--- config.mk ---
export PLATFORM = sky130hd
export DESIGN_NAME = alu_issue_arbiter
export DESIGN_NICKNAME = d
export VERILOG_FILES = /design/src/rtl/alu_issue_arbiter.sv
export SDC_FILE = /design/constraint.sdc
export NUM_CORES = 1
export LEC_CHECK = 0
export BUFFER_PORTS_ARGS = -buffer_cell sky130_fd_sc_hd__buf_2
export CORE_AREA = 2 2 115 117
export CTS_CLUSTER_DIAMETER = 30
export DETAILED_ROUTE_END_ITERATION = 7
export DIE_AREA = 0 0 117 119
export GPL_TIMING_DRIVEN = 0
export PLACE_DENSITY = 0.51
export SYNTH_ARGS = -nofsm -noshare
export SYNTH_HDL_FRONTEND = slang
export SYNTH_SLANG_ARGS = --single-unit
--- constraint.sdc ---
create_clock -name clk_i -period 1.8 [get_ports clk_i]
set_input_delay 0.18 -clock clk_i [delete_from_list [all_inputs] [get_ports clk_i]]
set_output_delay 0.18 -clock clk_i [all_outputs]
set_load 0.05 [all_outputs]
--- src/rtl/alu_issue_arbiter.sv ---
// alu_issue_arbiter: round-robin issue of two ALU reservation stations onto one
// shared combinational Alu, with a single-entry result register drained by a
// valid/ready handshake toward writeback.
//
// Ports:
//   clk_i, reset_i (sync, active-high), flush_i (kills held result and grant)
//   req{0,1}_valid_i/op_i/in1_i/in2_i/tag_i : requester operation and rename tag
//   req{0,1}_grant_o                        : combinational accept strobe
//   alu_op_o/alu_in1_o/alu_in2_o            : combinational drive to the Alu
//   alu_out_i                               : Alu result
//   result_valid_o/data_o/tag_o             : registered result
//   result_ready_i                          : consumer accepts result
module alu_issue_arbiter #(
    parameter int unsigned DATA_LEN     = 32,
    parameter int unsigned ALU_OP_WIDTH = 4,
    parameter int unsigned RRF_SEL      = 6
) (
    input  logic                    clk_i,
    input  logic                    reset_i,
    input  logic                    flush_i,

    input  logic                    req0_valid_i,
    input  logic [ALU_OP_WIDTH-1:0] req0_op_i,
    input  logic [DATA_LEN-1:0]     req0_in1_i,
    input  logic [DATA_LEN-1:0]     req0_in2_i,
    input  logic [RRF_SEL-1:0]      req0_tag_i,
    output logic                    req0_grant_o,

    input  logic                    req1_valid_i,
    input  logic [ALU_OP_WIDTH-1:0] req1_op_i,
    input  logic [DATA_LEN-1:0]     req1_in1_i,
    input  logic [DATA_LEN-1:0]     req1_in2_i,
    input  logic [RRF_SEL-1:0]      req1_tag_i,
    output logic                    req1_grant_o,

    output logic [ALU_OP_WIDTH-1:0] alu_op_o,
    output logic [DATA_LEN-1:0]     alu_in1_o,
    output logic [DATA_LEN-1:0]     alu_in2_o,
    input  logic [DATA_LEN-1:0]     alu_out_i,

    output logic                    result_valid_o,
    output logic [DATA_LEN-1:0]     result_data_o,
    output logic [RRF_SEL-1:0]      result_tag_o,
    input  logic                    result_ready_i
);

    // last_grant_q: index of the requester granted most recently (1 after reset
    // so RS0 wins the first tie).
    logic                result_valid_q, result_valid_d;
    logic [DATA_LEN-1:0] result_data_q,  result_data_d;
    logic [RRF_SEL-1:0]  result_tag_q,   result_tag_d;
    logic                last_grant_q,   last_grant_d;

    logic slot_free;
    logic can_grant;
    logic gnt0, gnt1;
    logic sel1;

    // Arbitration and Alu operand steering.
    always_comb begin
        slot_free = !result_valid_q || result_ready_i;
        can_grant = !reset_i && !flush_i && slot_free;
        // On a tie RS1 wins only if RS0 was granted last.
        gnt0 = can_grant && req0_valid_i && (!req1_valid_i || last_grant_q);
        gnt1 = can_grant && req1_valid_i && (!req0_valid_i || !last_grant_q);
        // Idle cycles still present RS0 when it is valid; the result is dropped.
        sel1 = gnt1 || (!gnt0 && !req0_valid_i);

        req0_grant_o = gnt0;
        req1_grant_o = gnt1;
        alu_op_o     = sel1 ? req1_op_i  : req0_op_i;
        alu_in1_o    = sel1 ? req1_in1_i : req0_in1_i;
        alu_in2_o    = sel1 ? req1_in2_i : req0_in2_i;
    end

    // Next-state for the result register: reset > flush > capture > drain > hold.
    always_comb begin
        result_valid_d = result_valid_q;
        result_data_d  = result_data_q;
        result_tag_d   = result_tag_q;
        last_grant_d   = last_grant_q;

        if (reset_i) begin
            result_valid_d = 1'b0;
            result_data_d  = '0;
            result_tag_d   = '0;
            last_grant_d   = 1'b1;
        end else if (flush_i) begin
            result_valid_d = 1'b0;
        end else if (gnt0 || gnt1) begin
            result_valid_d = 1'b1;
            result_data_d  = alu_out_i;
            result_tag_d   = gnt1 ? req1_tag_i : req0_tag_i;
            last_grant_d   = gnt1;
        end else if (result_valid_q && result_ready_i) begin
            result_valid_d = 1'b0;
        end
    end

    always_ff @(posedge clk_i) begin
        result_valid_q <= result_valid_d;
        result_data_q  <= result_data_d;
        result_tag_q   <= result_tag_d;
        last_grant_q   <= last_grant_d;
    end

    assign result_valid_o = result_valid_q;
    assign result_data_o  = result_data_q;
    assign result_tag_o   = result_tag_q;

endmodule

# Word level (Yosys, flattened, before mapping)
# Cells that the tools add are included.
# op_classes
n_mux	6
bitwise	1
n_reduce_logical	23
# ops
cell	n
$mux 32	2
$logic_and 1x1->1	8
$logic_not 1->1	7
$mux 6	1
$logic_or 1x1->1	5
$mux 4	1
$mux 1	2
$reduce_and 2->1	1
$reduce_bool 2->1	1
$reduce_or 2->1	1
$not 1->1	1
# word_totals
register_bits	40
in_bits	186
out_inout_bits	109
elab_cells	34

# Longest topological paths before layout
# logic_depth
word_depth	9
ltp_mapped	6
mapped_depth_nobuf	3

# Worst setup path before layout
# Ideal clock, no wire load.
# synth_path
path_type	reg-to-reg
startpoint	reg result_valid_q, in the netlist result_valid_o
endpoint	reg last_grant_q
setup_ps	63
arrival_ps	2381
required_ps	1737
setup_slack_ps	-645
stages_incl_launch_ff	6
n_path_buf	2
period_less_slack_ps	2445
cell_sequence	dfxtp_1 -> nor2b_1 -> clkbuf_1 -> clkbuf_1 -> nor3_1 -> a211o_1
# synth_via
elab_chain_len	7
word_cells_on_any_way	9
cone_classes	reduce/logical (9)
# synth_lines
item	line_no	rtl
from (decl)	49	logic result_valid_q, result_valid_d;
from (signal assigned)	101	result_valid_q <= result_valid_d;
$logic_not 1->1 *	61	slot_free = !result_valid_q || result_ready_i;
$logic_or 1x1->1 *	61	
$logic_and 1x1->1 *	62	can_grant = !reset_i && !flush_i && slot_free;
$logic_and 1x1->1 * (2 in series)	65	gnt1 = can_grant && req1_valid_i && (!req0_valid_i || !last_grant_q);
via req1_grant_o	34	output logic req1_grant_o,
$logic_or 1x1->1	90	end else if (gnt0 || gnt1) begin
$reduce_and 2->1 (no line)	--	
to (signal assigned)	104	last_grant_q <= last_grant_d;
to (decl)	52	logic last_grant_q, last_grant_d;
# Mark *: on every way through the listed nets, which the timed path passes. The rest lies on a longest branch.
# A chain may end at the register's enable or synchronous reset.

# Worst setup path in the final report
# layout_path
startpoint	reg result_valid_q, in the netlist result_valid_o
endpoint	out alu_in1_o[2]
# layout_via
elab_chain_len	9
word_cells_on_any_way	11
cone_classes	mux (1); reduce/logical (10)
# layout_lines
item	line_no	rtl
$logic_not 1->1 *	61	
$logic_or 1x1->1 *	61	
$logic_and 1x1->1 *	62	
$logic_and 1x1->1 (2 in series)	64	gnt0 = can_grant && req0_valid_i && (!req1_valid_i || last_grant_q);
$logic_not 1->1	67	sel1 = gnt1 || (!gnt0 && !req0_valid_i);
$logic_and 1x1->1	67	
$logic_or 1x1->1 *	67	
$mux 32 *	72	alu_in1_o = sel1 ? req1_in1_i : req0_in1_i;
to (decl)	37	output logic [DATA_LEN-1:0] alu_in1_o,
# Every way passes the cells marked *; elsewhere a longest branch is shown, timed or not.

==> out/results.tsv <==
stage	metric	value	unit
clock_tree	htreeDepth	2	
place	port_buffers	294	
setup_path	critPathTopFamily	buffers and inverters	
layout	finalNetCount	775	
synthesis	yosysSeqAreaShare	30.59	%
place	place_hpwl	12290	um
sta	timing.fmax	475.8	MHz
sta	fin_crit	2102	ps
sta	fin_skew	6.196	ps
place	placed_area	4417	sq um
place	place_congestion	0.8223	
clock_tree	holdBufCountCts	0	
synthesis	ys_ff_latch	40	
clock_tree	cts.sinks	40	
synthesis	ys_types	25	
sta	holdWs	143.8	ps
floorplan	core	12870	sq um
job	drv_cap	0	
synthesis	syn_avg_cell_area	9.282	sq um
outcome	status	finished with violations	
drt	postRouteAntennaNets	0	
floorplan	io_pins	295	
clock_tree	clk_pin_slew	60	ps
drt	vias	3698	
synthesis	synthTopCellsByArea	dfxtp_1 31%, mux2_2 21%, o31ai_1 11%, nand4_1 9.1%, mux2_1 8.6%	
sta	period_share	116.8	%
floorplan	die_area	13920	sq um
setup_path	criticalPathCategory	flip-flop to output port	
power_and_ir_drop	peakVddDrop	466.0	uV
clock_tree	clk_latency	290	ps
drt	drtIter0Drc	206	
synthesis	synth.net_count	468	
setup_path	required	1620	ps
global_route	grt_overflow_total	0	
layout	fill_cells	1283	
synthesis	yosysTopAreaCell	dfxtp_1	
global_route	grt_max_degree	13	
sta	drv_slew	0	
layout	seqCellArea	804.5	sq um
clock_tree	tritoncts	done	
drt	dr.max_layer_used	met5	
drt	first_pass_iters	5	
drt	met1_length	5741	um
setup_path	path_cells	nor2b_4, o31ai_4, buf_6, buf_8, buf_8, mux2_2, buf_6	
outcome	violations	negative setup slack	
setup_path	max_stage_delay	340	ps
synthesis	synth_edf_count	0	
synthesis	ys.flop_type	dfxtp_1	
sta	rsz0062_at_grt	true	
synthesis	yosysMostFrequentCell	mux2_2	
setup_path	worst-path-buf-inv	4	
power_and_ir_drop	power_density	680.4	nW/um^2
setup_path	start_kind	flip-flop	
synthesis	yosysWarnings	0	
power_and_ir_drop	power.total	3.630	mW
synthesis	synth_common_cells	48 x mux2_2, 40 x dfxtp_1, 38 x nand4_1, 38 x o31ai_1, 33 x a21oi_1	
sta	hold_violations	0	
synthesis	yosys.area.top_type_share	30.59	%
setup_path	worstPathArrival	1920	ps
drt	via_per_inst	4.803	
sta	worstMarginPinSlew	822.0	ps
global_route	grt_pass1_wl	20800	um
drt	wl_per_cell	19.58	um
drt	met3_length	1561	um
clock_tree	clock_path_buffers	2	
layout	finish.instance_area	5335	sq um
setup_path	critPathMaxFanout	5	
global_route	globalRouteTotalUtil	20.14	%
min_path	hold_class	primary input to flip-flop	
drt	drt-total-wl	15080	um
floorplan	die_h	119	um
floorplan	rows	42	
sta	setup_ws	-301.5	ps
power_and_ir_drop	p_leak	2.603	nW
sta	relSlewSlack	44.71	%
global_route	antenna_found_initial	6	
layout	syn_to_final_growth	103.8	%
synthesis	netlist_instances	282	
global_route	grt_pass1_vias	3683	
floorplan	start_util	20.33	%
floorplan	chipWidth	117	um
synthesis	ys_async_sr_fraction	0	%
setup_path	slowest_stage	dfxtp_4	
synthesis	syn_area	2618	sq um
sta	tns	-18540	ps
sta	final-setup-viol-count	68	
drt	route.met2.wl	7524	um
drt	drc	0	
clock_tree	cts_made_buffers	5	
layout	drive_gt1_share	66.95	%
setup_path	worst_setup_path_end_kind	output port	
layout	multi_input_area	1858	sq um
clock_tree	cts-root-buf	clkbuf_16	
==> worst paths after layout <==
| kind | start | to | slack (ps) | cells past startpoint |
|---|---|---|---|---|
| max | result_valid_o$_SDFFE_PP0P_ | alu_in1_o[2] | -300 | 7 |
| max reg2reg | result_valid_o$_SDFFE_PP0P_ | result_tag_o[2]$_SDFFE_PP0P_ | 170 | 4 |
| min | alu_out_i[26] | result_data_o[26]$_SDFFE_PP0P_ | 140 | 3 |
| min reg2reg | result_data_o[11]$_SDFFE_PP0P_ | result_data_o[11]$_SDFFE_PP0P_ | 470 | 2 |
==> metrics by stage <==
step                      cells  utilization [%]  setup WS [ps]
after global placement      752            34.31         -588.5
after floorplan             282                -         -6.456
after detailed placement    752            34.31         -582.3
after CTS                   765            40.73         -323.9
after global routing        768            41.40         -354.2
final                       770            41.44         -301.5
==> worst register-to-register path, stage by stage, from the launching register on <==
cell and delay, ps:
dfxtp_4 340, nor2b_4 130, buf_4 150, nor3_1 630, a311oi_1 200
==> area by class of cell <==
cell class | instances | share of cell area, %
clock buffers | 8 | 2.932
well taps | 176 | 4.128
diodes | 4 | 0.1876
multi-input cells | 205 | 34.83
flip-flops and latches | 40 | 15.08
plain buffers | 34 | 3.940
repair buffers | 303 | 38.91
==> cell families (layout without fill, tap and decap cells) <==
kind of cell           Yosys count  count (layout)  share of synthesized area (%)
AOI/OAI and AO/OA               87              87                          22.47
buffers and inverters           37             345                          6.214
DFF                             40              40                          30.59
muxes                           68              68                          29.25
other                            0               4                              0
and+or+nand+nor                 50              50                          11.47
==> flip-flops by register name (all words and copies together) (netlist names) <==
signal          count
last_grant_q        1
result_tag_o        6
result_data_o      32
result_valid_o      1
==> layer usage <==
layer	vias up	global-route usage, %
met3	20	7.837
met5	-	0
met2	202	35.26
li1	1738	-
met1	1736	22.63
met4	2	5.074
==> cell usage in the layout (no fill, tap or decap), drive strengths merged <==
cell type  count
diode          4
o31ai         39
nor3           3
a211o          1
nand2b         2
a31oi          6
a21bo          1
nand4         38
a21boi         1
buf          311
nand3          1
mux2          68
nor2           2
clkbuf        34
a311oi         6
nand2          1
nor2b          1
or2            2
dfxtp         40
a21oi         33
==> power breakdown <==
part	total, mW	switching, mW	leakage (nW)	internal [mW]
combinational	1.74	1.03	2.20	0.706
sequential	0.951	0.0229	0.327	0.928
clock	0.942	0.352	0.0772	0.590
==> repair_timing <==
| item | 4_1_cts | 5_1_grt |
|---|---|---|
| endpoints found under the setup margin | 71 | 76 |
| gates resized for setup | 179 | 19 |
| cloned | 2 | 1 |
| buffers inserted | 6 | 0 |
| pin swaps | 1 | 0 |
Power figures use the tool's default switching activity.
